--- config.mk ---
export PLATFORM = sky130hd
export DESIGN_NAME = taylor_series_cos
export DESIGN_NICKNAME = d
export VERILOG_FILES = /design/src/rtl/taylor_series_cos_pkg.sv /design/src/rtl/taylor_series_cos_mac.sv /design/src/rtl/taylor_series_cos.sv
export SDC_FILE = /design/constraint.sdc
export NUM_CORES = 2
export LEC_CHECK = 0
export ABC_AREA = 0
export CAP_MARGIN = 20
export CORE_MARGIN = 5
export CORE_UTILIZATION = 55
export CTS_CLUSTER_DIAMETER = 50
export DETAILED_ROUTE_END_ITERATION = 8
export GPL_ROUTABILITY_DRIVEN = 0
export PLACE_DENSITY = 0.74
export RECOVER_POWER = 25
export SLEW_MARGIN = 20
export SYNTH_ARGS = -nofsm -noshare
export SYNTH_HDL_FRONTEND = slang
export SYNTH_SLANG_ARGS = --single-unit
export TNS_END_PERCENT = 100
--- constraint.sdc ---
create_clock -name clock -period 22.7 [get_ports clock]
set_input_delay 3.405 -clock clock [delete_from_list [all_inputs] [get_ports clock]]
set_output_delay 3.405 -clock clock [all_outputs]
set_load 0.01 [all_outputs]
--- src/rtl/taylor_series_cos_pkg.sv ---
// Shared definitions for the fixed-point Taylor-series cosine unit.
//   W       : I/O word width (angle_in / cos_out are unsigned Q2.16)
//   FRAC_IO : fractional bits of the I/O words
//   FRAC_C  : fractional bits of coefficients and accumulator
//   ACC_W   : signed width of the accumulator and MAC operands
//   C[0:4]  : Taylor coefficients of cos(x) in x^2, signed Q.24, rounded
package taylor_pkg;

  localparam int unsigned W       = 18;
  localparam int unsigned FRAC_IO = 16;
  localparam int unsigned FRAC_C  = 24;
  localparam int unsigned ACC_W   = 32;
  localparam int unsigned PROD_W  = 2 * ACC_W;
  localparam int signed   ONE_IO  = 65536;

  typedef enum logic [2:0] {
    IDLE,
    SQUARE,
    H1,
    H2,
    H3,
    H4,
    DONE
  } state_t;

  localparam logic signed [ACC_W-1:0] C [0:4] = '{
    32'sd16777216,  //  1
    -32'sd8388608,  // -1/2
    32'sd699051,    //  1/24
    -32'sd23302,    // -1/720
    32'sd416        //  1/40320
  };

endpackage

--- src/rtl/taylor_series_cos_mac.sv ---
// taylor_mac: combinational signed multiply, arithmetic right shift, add.
//   i_a, i_b : signed ACC_W-bit operands
//   i_shift  : arithmetic right-shift amount applied to the full product
//   i_coef   : signed addend
//   o_res    : i_coef + ((i_a * i_b) >>> i_shift), truncated to ACC_W bits
module taylor_mac
  import taylor_pkg::*;
(
  input  logic signed [ACC_W-1:0] i_a,
  input  logic signed [ACC_W-1:0] i_b,
  input  logic        [5:0]       i_shift,
  input  logic signed [ACC_W-1:0] i_coef,
  output logic signed [ACC_W-1:0] o_res
);

  logic signed [PROD_W-1:0] w_a_ext;
  logic signed [PROD_W-1:0] w_b_ext;
  logic signed [PROD_W-1:0] w_prod;
  logic signed [PROD_W-1:0] w_shifted;

  // Explicit sign extension keeps the product exact at full width.
  assign w_a_ext   = $signed({{(PROD_W-ACC_W){i_a[ACC_W-1]}}, i_a});
  assign w_b_ext   = $signed({{(PROD_W-ACC_W){i_b[ACC_W-1]}}, i_b});
  assign w_prod    = w_a_ext * w_b_ext;
  assign w_shifted = w_prod >>> i_shift;
  assign o_res     = $signed(w_shifted[ACC_W-1:0]) + i_coef;

endmodule

--- src/rtl/taylor_series_cos.sv ---
// taylor_series_cos: sequential cos(x) via Horner evaluation on x^2.
//   clock     : rising-edge clock
//   reset     : synchronous, active-high reset
//   start     : request; accepted only in IDLE or in DONE once ready_out is up
//   angle_in  : unsigned Q2.16 angle in radians
//   ready_out : result valid; holds until the next accepted start
//   cos_out   : unsigned Q2.16 cosine, clamped to [0, 1.0]
// Start sampled at edge k gives ready_out/cos_out valid after edge k+6.
module taylor_series_cos
  import taylor_pkg::*;
(
  input  logic         clock,
  input  logic         reset,
  input  logic         start,
  input  logic [W-1:0] angle_in,
  output logic         ready_out,
  output logic [W-1:0] cos_out
);

  state_t r_state;
  state_t w_next;

  logic        [W-1:0]     r_x;
  logic signed [ACC_W-1:0] r_x2;
  logic signed [ACC_W-1:0] r_acc;
  logic                    r_ready;
  logic        [W-1:0]     r_cos;

  logic signed [ACC_W-1:0] w_mac_a;
  logic signed [ACC_W-1:0] w_mac_b;
  logic        [5:0]       w_mac_shift;
  logic signed [ACC_W-1:0] w_mac_coef;
  logic signed [ACC_W-1:0] w_mac_res;
  logic signed [ACC_W-1:0] w_round;
  logic        [W-1:0]     w_clamped;
  logic signed [ACC_W-1:0] w_x_ext;

  localparam logic [5:0] SQ_SHIFT = 6'(2 * FRAC_IO - FRAC_C);
  localparam logic [5:0] HN_SHIFT = 6'(FRAC_C);
  localparam int unsigned RND_SH  = FRAC_C - FRAC_IO;

  assign w_x_ext = $signed({{(ACC_W-W){1'b0}}, r_x});

  taylor_mac u_mac (
    .i_a     (w_mac_a),
    .i_b     (w_mac_b),
    .i_shift (w_mac_shift),
    .i_coef  (w_mac_coef),
    .o_res   (w_mac_res)
  );

  // One MAC serves both the squaring step and the four Horner steps.
  always_comb begin
    w_mac_a     = r_acc;
    w_mac_b     = r_x2;
    w_mac_shift = HN_SHIFT;
    w_mac_coef  = '0;
    case (r_state)
      SQUARE: begin
        w_mac_a     = w_x_ext;
        w_mac_b     = w_x_ext;
        w_mac_shift = SQ_SHIFT;
        w_mac_coef  = '0;
      end
      H1:      w_mac_coef = C[3];
      H2:      w_mac_coef = C[2];
      H3:      w_mac_coef = C[1];
      H4:      w_mac_coef = C[0];
      default: w_mac_coef = '0;
    endcase
  end

  // Round Q.24 accumulator to Q.16, then clamp into [0, 1.0].
  always_comb begin
    w_round   = (r_acc + (ACC_W'(1) <<< (RND_SH - 1))) >>> RND_SH;
    w_clamped = '0;
    if (w_round < 0)
      w_clamped = '0;
    else if (w_round > ONE_IO)
      w_clamped = W'(ONE_IO);
    else
      w_clamped = w_round[W-1:0];
  end

  always_comb begin
    w_next = r_state;
    case (r_state)
      IDLE:    if (start) w_next = SQUARE;
      SQUARE:  w_next = H1;
      H1:      w_next = H2;
      H2:      w_next = H3;
      H3:      w_next = H4;
      H4:      w_next = DONE;
      // First DONE cycle registers the result; starts are taken once it is shown.
      DONE:    if (r_ready && start) w_next = SQUARE;
      default: w_next = IDLE;
    endcase
  end

  always_ff @(posedge clock) begin
    if (reset) begin
      r_state <= IDLE;
      r_x     <= '0;
      r_x2    <= '0;
      r_acc   <= '0;
      r_ready <= 1'b0;
      r_cos   <= '0;
    end else begin
      r_state <= w_next;
      case (r_state)
        IDLE: begin
          if (start) begin
            r_x     <= angle_in;
            r_ready <= 1'b0;
          end
        end
        SQUARE: begin
          r_x2  <= w_mac_res;
          r_acc <= C[4];
        end
        H1, H2, H3, H4: r_acc <= w_mac_res;
        DONE: begin
          if (!r_ready) begin
            r_cos   <= w_clamped;
            r_ready <= 1'b1;
          end else if (start) begin
            r_x     <= angle_in;
            r_ready <= 1'b0;
          end
        end
        default: ;
      endcase
    end
  end

  assign ready_out = r_ready;
  assign cos_out   = r_cos;

endmodule

# == After elaboration in Yosys (flattened, before gate mapping) ==
# Cells that the tools add are included.
# op_classes
addsub,2
mul,1
div_mod_pow,0
order_cmp,2
eq_ne,9
n_shift,1
muxes,17
n_bitwise,1
reduce_logical,9
# op_table
cell,n
case mux 32 bit (4 select lines),1
2-to-1 mux 18 bit,4
multiplier 32 x 32 -> 64 bit,1
2-to-1 mux 32 bit,2
case mux 32 bit (2 select lines),1
>>> shifter 64 x 5 -> 32 bit,1
case mux 18 bit (2 select lines),1
adder 32 bit,1
adder 32 x 9 -> 32 bit (second input constant),1
greater-than comparator 24 x 18 -> 1 bit (second input constant),1
< comparator 24 x 1 -> 1 bit (second input constant),1
case mux 3 bit (7 select lines),1
equality test 3 bit (second input constant),3
AND reduction 2 bit,4
equality test 3 x 2 -> 1 bit (second input constant),2
2-to-1 mux 3 bit,2
!= test 2 bit (second input constant),3
2-to-1 mux 5 bit,1
nonzero test 2 bit,2
OR reduction 4 bit,1
equality test 3 x 1 -> 1 bit (second input constant),1
logical NOT 3 bit,1
2-to-1 mux 1 bit,3
case mux 1 bit (2 select lines),1
2 further kinds,2
# word_totals
register_bits,104
latch_bits,0
ramBits,0
mem_bits_ro,0
inputBits,21
output_inout_bits,19
memories,0

# == Depth between registers and ports, before layout ==
# logic_depth
ltp_word,6
ltp_mapped,54

# == Modules after synthesis ==
# A second synthesis with hierarchy kept.
# hier_totals
hier_cells,5146
hier_area_um2,45526.2
# by_module_without_submodules
module,instances,cells_per_inst,area_per_inst_um2,seq_area_each_um2
taylor_mac,1,4499,40492.6,0.0
taylor_series_cos,1,647,5033.6,2082.0

# == Least setup slack after synthesis ==
# Ideal clock, no wire load.
# synth_timing
kind,register -> register
startpoint,register r_state[1]
endpoint,register r_x2[31]
setup_ps,70
arrival_time_ps,11210
slack_ps,11420
stages_incl_launch_ff,48
n_path_buf,8
period_less_slack_ps,11280
path_cell_list,dfxtp_1 > buf_6 > or3b_1 > buf_4 > clkbuf_1 > clkbuf_1 > clkbuf_1 > clkbuf_1 > a21oi_1 > clkbuf_1 > nor2_1 > fa_1 > fa_1 > inv_1 > fa_1 > fa_1 > inv_1 > fa_1 > [12 not listed] > o21a_1 > o21a_1 > o21a_1 > o31ai_1 > ha_1 > clkbuf_1 > a21o_1 > a21oi_1 > nor2b_1 > o21a_1 > o21ai_0 > nand2b_1 > a21oi_1 > nand2_1 > o21ai_1 > xor2_1 > nand2_1 > a21oi_1
# synth_via
elab_chain_len,5
# synth_lines
element,line_no,rtl
"start, declared",taylor_series_cos.sv:20,state_t r_state;
"start signal, assigned",taylor_series_cos.sv:109,r_state <= w_next;
equality test 3 x 1 -> 1 bit,"taylor_series_cos.sv:58, taylor_series_cos.sv:110",
2-to-1 mux 32 bit,taylor_series_cos.sv:58,case (r_state)
multiplier 32 x 32 -> 64 bit,taylor_series_cos_mac.sv:24,assign w_prod = w_a_ext * w_b_ext;
>>> shifter 64 x 5 -> 32 bit,taylor_series_cos_mac.sv:25,assign w_shifted = w_prod >>> i_shift;
adder 32 bit,taylor_series_cos_mac.sv:26,assign o_res = $signed(w_shifted[ACC_W-1:0]) + i_coef;
"end signal, assigned",taylor_series_cos.sv:118,r_x2 <= w_mac_res;
"end, declared",taylor_series_cos.sv:24,logic signed [ACC_W-1:0] r_x2;
# Parallel ways exist; a longest one is shown, timed or not.
# A chain may end at the register's enable or synchronous reset.

# == Worst setup path in the final report ==
# layout_timing
startpoint,register r_state[2]
endpoint,register r_acc[31]
# layout_via
elab_chain_len,6
# layout_lines
element,line_no,rtl
equality test 3 x 1 -> 1 bit,"taylor_series_cos.sv:58, taylor_series_cos.sv:110",
2-to-1 mux 32 bit,taylor_series_cos.sv:58,
multiplier 32 x 32 -> 64 bit,taylor_series_cos_mac.sv:24,
>>> shifter 64 x 5 -> 32 bit,taylor_series_cos_mac.sv:25,
adder 32 bit,taylor_series_cos_mac.sv:26,
case mux 32 bit (2 select lines),taylor_series_cos.sv:110,case (r_state)
"end signal, assigned",taylor_series_cos.sv:119,r_acc <= C[4];
"end signal, assigned",taylor_series_cos.sv:121,"H1, H2, H3, H4: r_acc <= w_mac_res;"
"end, declared",taylor_series_cos.sv:25,logic signed [ACC_W-1:0] r_acc;
# Parallel ways exist; a longest one is shown, timed or not.

==> results.ini <==
[clock_network]
clkLatencyLatePin_ps=390
cts_tree=done
post_cts_resized=0
cts_buffer_depth=2
cts-root-buf=clkbuf_16
cts_sinks=104
cts_made_buffers=9
cts_max_level=3
hold_buffers=0
clk_pin_slew_ps=80
cts_setup_buffers=0

[sta]
fin_tns_setup_ps=0
fmax_mhz=74.7
slew_violations=100
hold_violations=0
rsz0062_at_grt=false
period_minus_slack_ps=13380
worst_clock_skew_ps=13.6
relSlewSlack=-0.873
fin_crit_sh=0.590
finalSetupViolCount=0
worst_slack_ps=9320
tightestPinTransition_ps=2810

[floorplanning]
rows=98
io_pins=40
dieHeight_microns=277
initial_core_util=0.553
die-area_sq_mm=0.0769
die_w_microns=277
core_sq_mm=0.0711

[critical_path]
reg2reg_slack_ps=9320
path_class=reg -> reg
worstPathMaxFanout=89
endpoint_kind=flop
crit_path_start_kind=flop
crit_top_cell=fa_1
ff2ff_path_depth=39
arrival_ps=13550
critPathRequiredTime_ps=22870
timing.rr.start=r_state[2]
cpPeakStageDelay_ps=850
rr_endpoint=r_acc[31]
critPathSlowestCell=and2_1

[global_routing]
grt_pass1_vias=33600
grtUsageTotal=0.320
antenna_found_initial=6
grt_max_degree=119
gr-total-overflow=0
grt_pass1_wl_mm=192

[yosys]
synthCells=4466
synth_ff_type=dfxtp_1
yosys_warnings=0
syn_area_sq_mm=0.0393
postSynthAreaPerCell_sq_um=8.80
synth_edf_count=0
synth_cell_types=81
synth_async_sr_flop_share=0
ys_ff_latch=104
synth_fp_nets=5672
yosysSeqAreaShare=0.0530

[detailed_routing]
firstDrtPassIters=6
route.detailed.drc=0
ant_nets=0
drt_iter0_drc=3271
vias=31500
wl_per_cell_microns=23.0
wirelength_mm=122
via_per_inst=5.94

[flow_run]
cap_viol_max_count=2

[status]
violations=capacitance limit, slew limit
status=finished with violations

[layout]
nNetsFinal=5543
area_growth_pct=3.88
final_util=0.574
final_cells=5299
layout-drive-gt1-share=0.0362

[min_path]
worstHoldStart=r_x2[0]
hold_depth=2
min_path_type=reg -> reg
hold_end=r_x2[0]

[place]
io_buffers=39
dp_cells=5276
place_ws_ps=9670
hpwl_mm=97.2

[pwr]
powerDensity_mw_per_mm2=17.1
p_total_w=0.000699
max-vdd-ir-drop_uv=34.3
power.leakage_nw=20.6

synth_stat cells (5+ instances only):
library cell,instances,share of area
a211oi_1,15,0.0029
a21o_1,43,0.0082
a21oi_1,117,0.015
a221o_1,5,0.0013
a22oi_1,7,0.0013
a31oi_1,13,0.0021
and2_1,58,0.0092
and3_1,286,0.046
buf_1,15,0.0014
clkbuf_1,244,0.023
dfxtp_1,104,0.053
fa_1,983,0.50
ha_1,202,0.064
inv_1,921,0.088
mux2i_1,26,0.0066
nand2_1,639,0.061
nand2b_1,14,0.0022
nand3_1,43,0.0055
nand4_1,12,0.0019
nor2_1,348,0.033
nor2b_1,14,0.0022
nor3_1,23,0.0029
nor4_1,8,0.0013
o211ai_1,11,0.0021
o21a_1,17,0.0032
o21ai_0,52,0.0066
o21ai_1,9,0.0011
o21bai_1,6,0.0011
o31ai_1,15,0.0029
or2_2,23,0.0037
or3_1,9,0.0014
xnor2_1,66,0.015
xor2_1,40,0.0089
worst max-delay path, delay by kind of cell, from the launching register on:
family / cells / cell delay, ps
AND/OR/NAND/NOR: 8 / 2410
buffers and inverters: 3 / 1520
AO/OA/AOI/OAI: 16 / 3610
flip-flops: 1 / 560
multiplexers: 1 / 130
XOR/XNOR: 1 / 110
adder cells (fa/ha/maj): 10 / 4700
logic make-up (layout without fill, tap and decap cells):
group,Yosys count,in the layout,synth area share
multiplexers,26,26,0.00662
buffers and inverters,1188,1064,0.114
flip-flops,104,104,0.0530
adder cells (fa/ha/maj),1185,1185,0.565
AO/OA/AOI/OAI,348,348,0.0600
XOR/XNOR,106,106,0.0236
other,0,7,0
AND/OR/NAND/NOR,1509,1509,0.178
worst max path at each step:
stage	from	end	slack, ps	cells after the start
2_1_floorplan	r_state[1]	r_x2[31]	11420	47
6_report	r_state[2]	r_acc[31]	9320	39
3_5_place_dp	r_state[2]	r_x2[31]	9670	39
3_3_place_gp	r_state[2]	r_x2[31]	9900	39
4_1_cts	r_state[2]	r_x2[31]	9600	39
5_1_grt	r_state[2]	r_x2[31]	8580	41
report_power, final:
part | internal (W) | leakage, nW | total (W) | switching (W)
registers | 0.000191 | 0.844 | 0.000206 | 0.0000150
logic | 0.0000893 | 19.7 | 0.000326 | 0.000237
clock network | 0.0000778 | 0.142 | 0.000167 | 0.0000891
flip-flops by register name, indices dropped and copies added (netlist names):
register,count
cos_out,18
r_acc,32
r_state,3
r_x,18
r_x2,32
ready_out,1
layout by cell type, fill, tap and decap left out, types with 52 or more instances in the layout:
| cell type | n |
|---|---|
| and2_1 | 58 |
| and3_1 | 285 |
| a21oi_1 | 115 |
| nand2_1 | 639 |
| nor2_1 | 348 |
| xnor2_1 | 66 |
| ha_1 | 202 |
| dfxtp_1 | 103 |
| buf_4 | 85 |
| o21ai_0 | 52 |
| inv_1 | 921 |
| fa_1 | 983 |
cell type report:
| class | count | area [sq um] |
|---|---|---|
| flip-flops and latches | 104 | 2080 |
| multi-input cells | 3174 | 32800 |
| inverters | 923 | 3460 |
| clock buffers | 9 | 225 |
| diodes | 7 | 17.5 |
| well taps | 950 | 1190 |
| clock inverters | 7 | 70.1 |
| fillers | 6308 | 30300 |
| repair buffers | 125 | 1030 |
through the flow:
step                      instance area (sq um)  hold WS, ps
after global placement                    40500          464
final                                     40800          487
after global routing                      40800          504
after CTS                                 40800          484
after floorplan                           39300          452
after detailed placement                  40500          471
metal layers:
| metal | up-vias | share of wire | track usage |
|---|---|---|---|
| met5 | - | 0.00022 | 0 |
| met4 | 4 | 0.073 | 0.174 |
| met3 | 480 | 0.12 | 0.0828 |
| met2 | 1953 | 0.45 | 0.507 |
| met1 | 15900 | 0.35 | 0.406 |
| li1 | 13200 | - | - |
(Power assumes the default switching activity.)
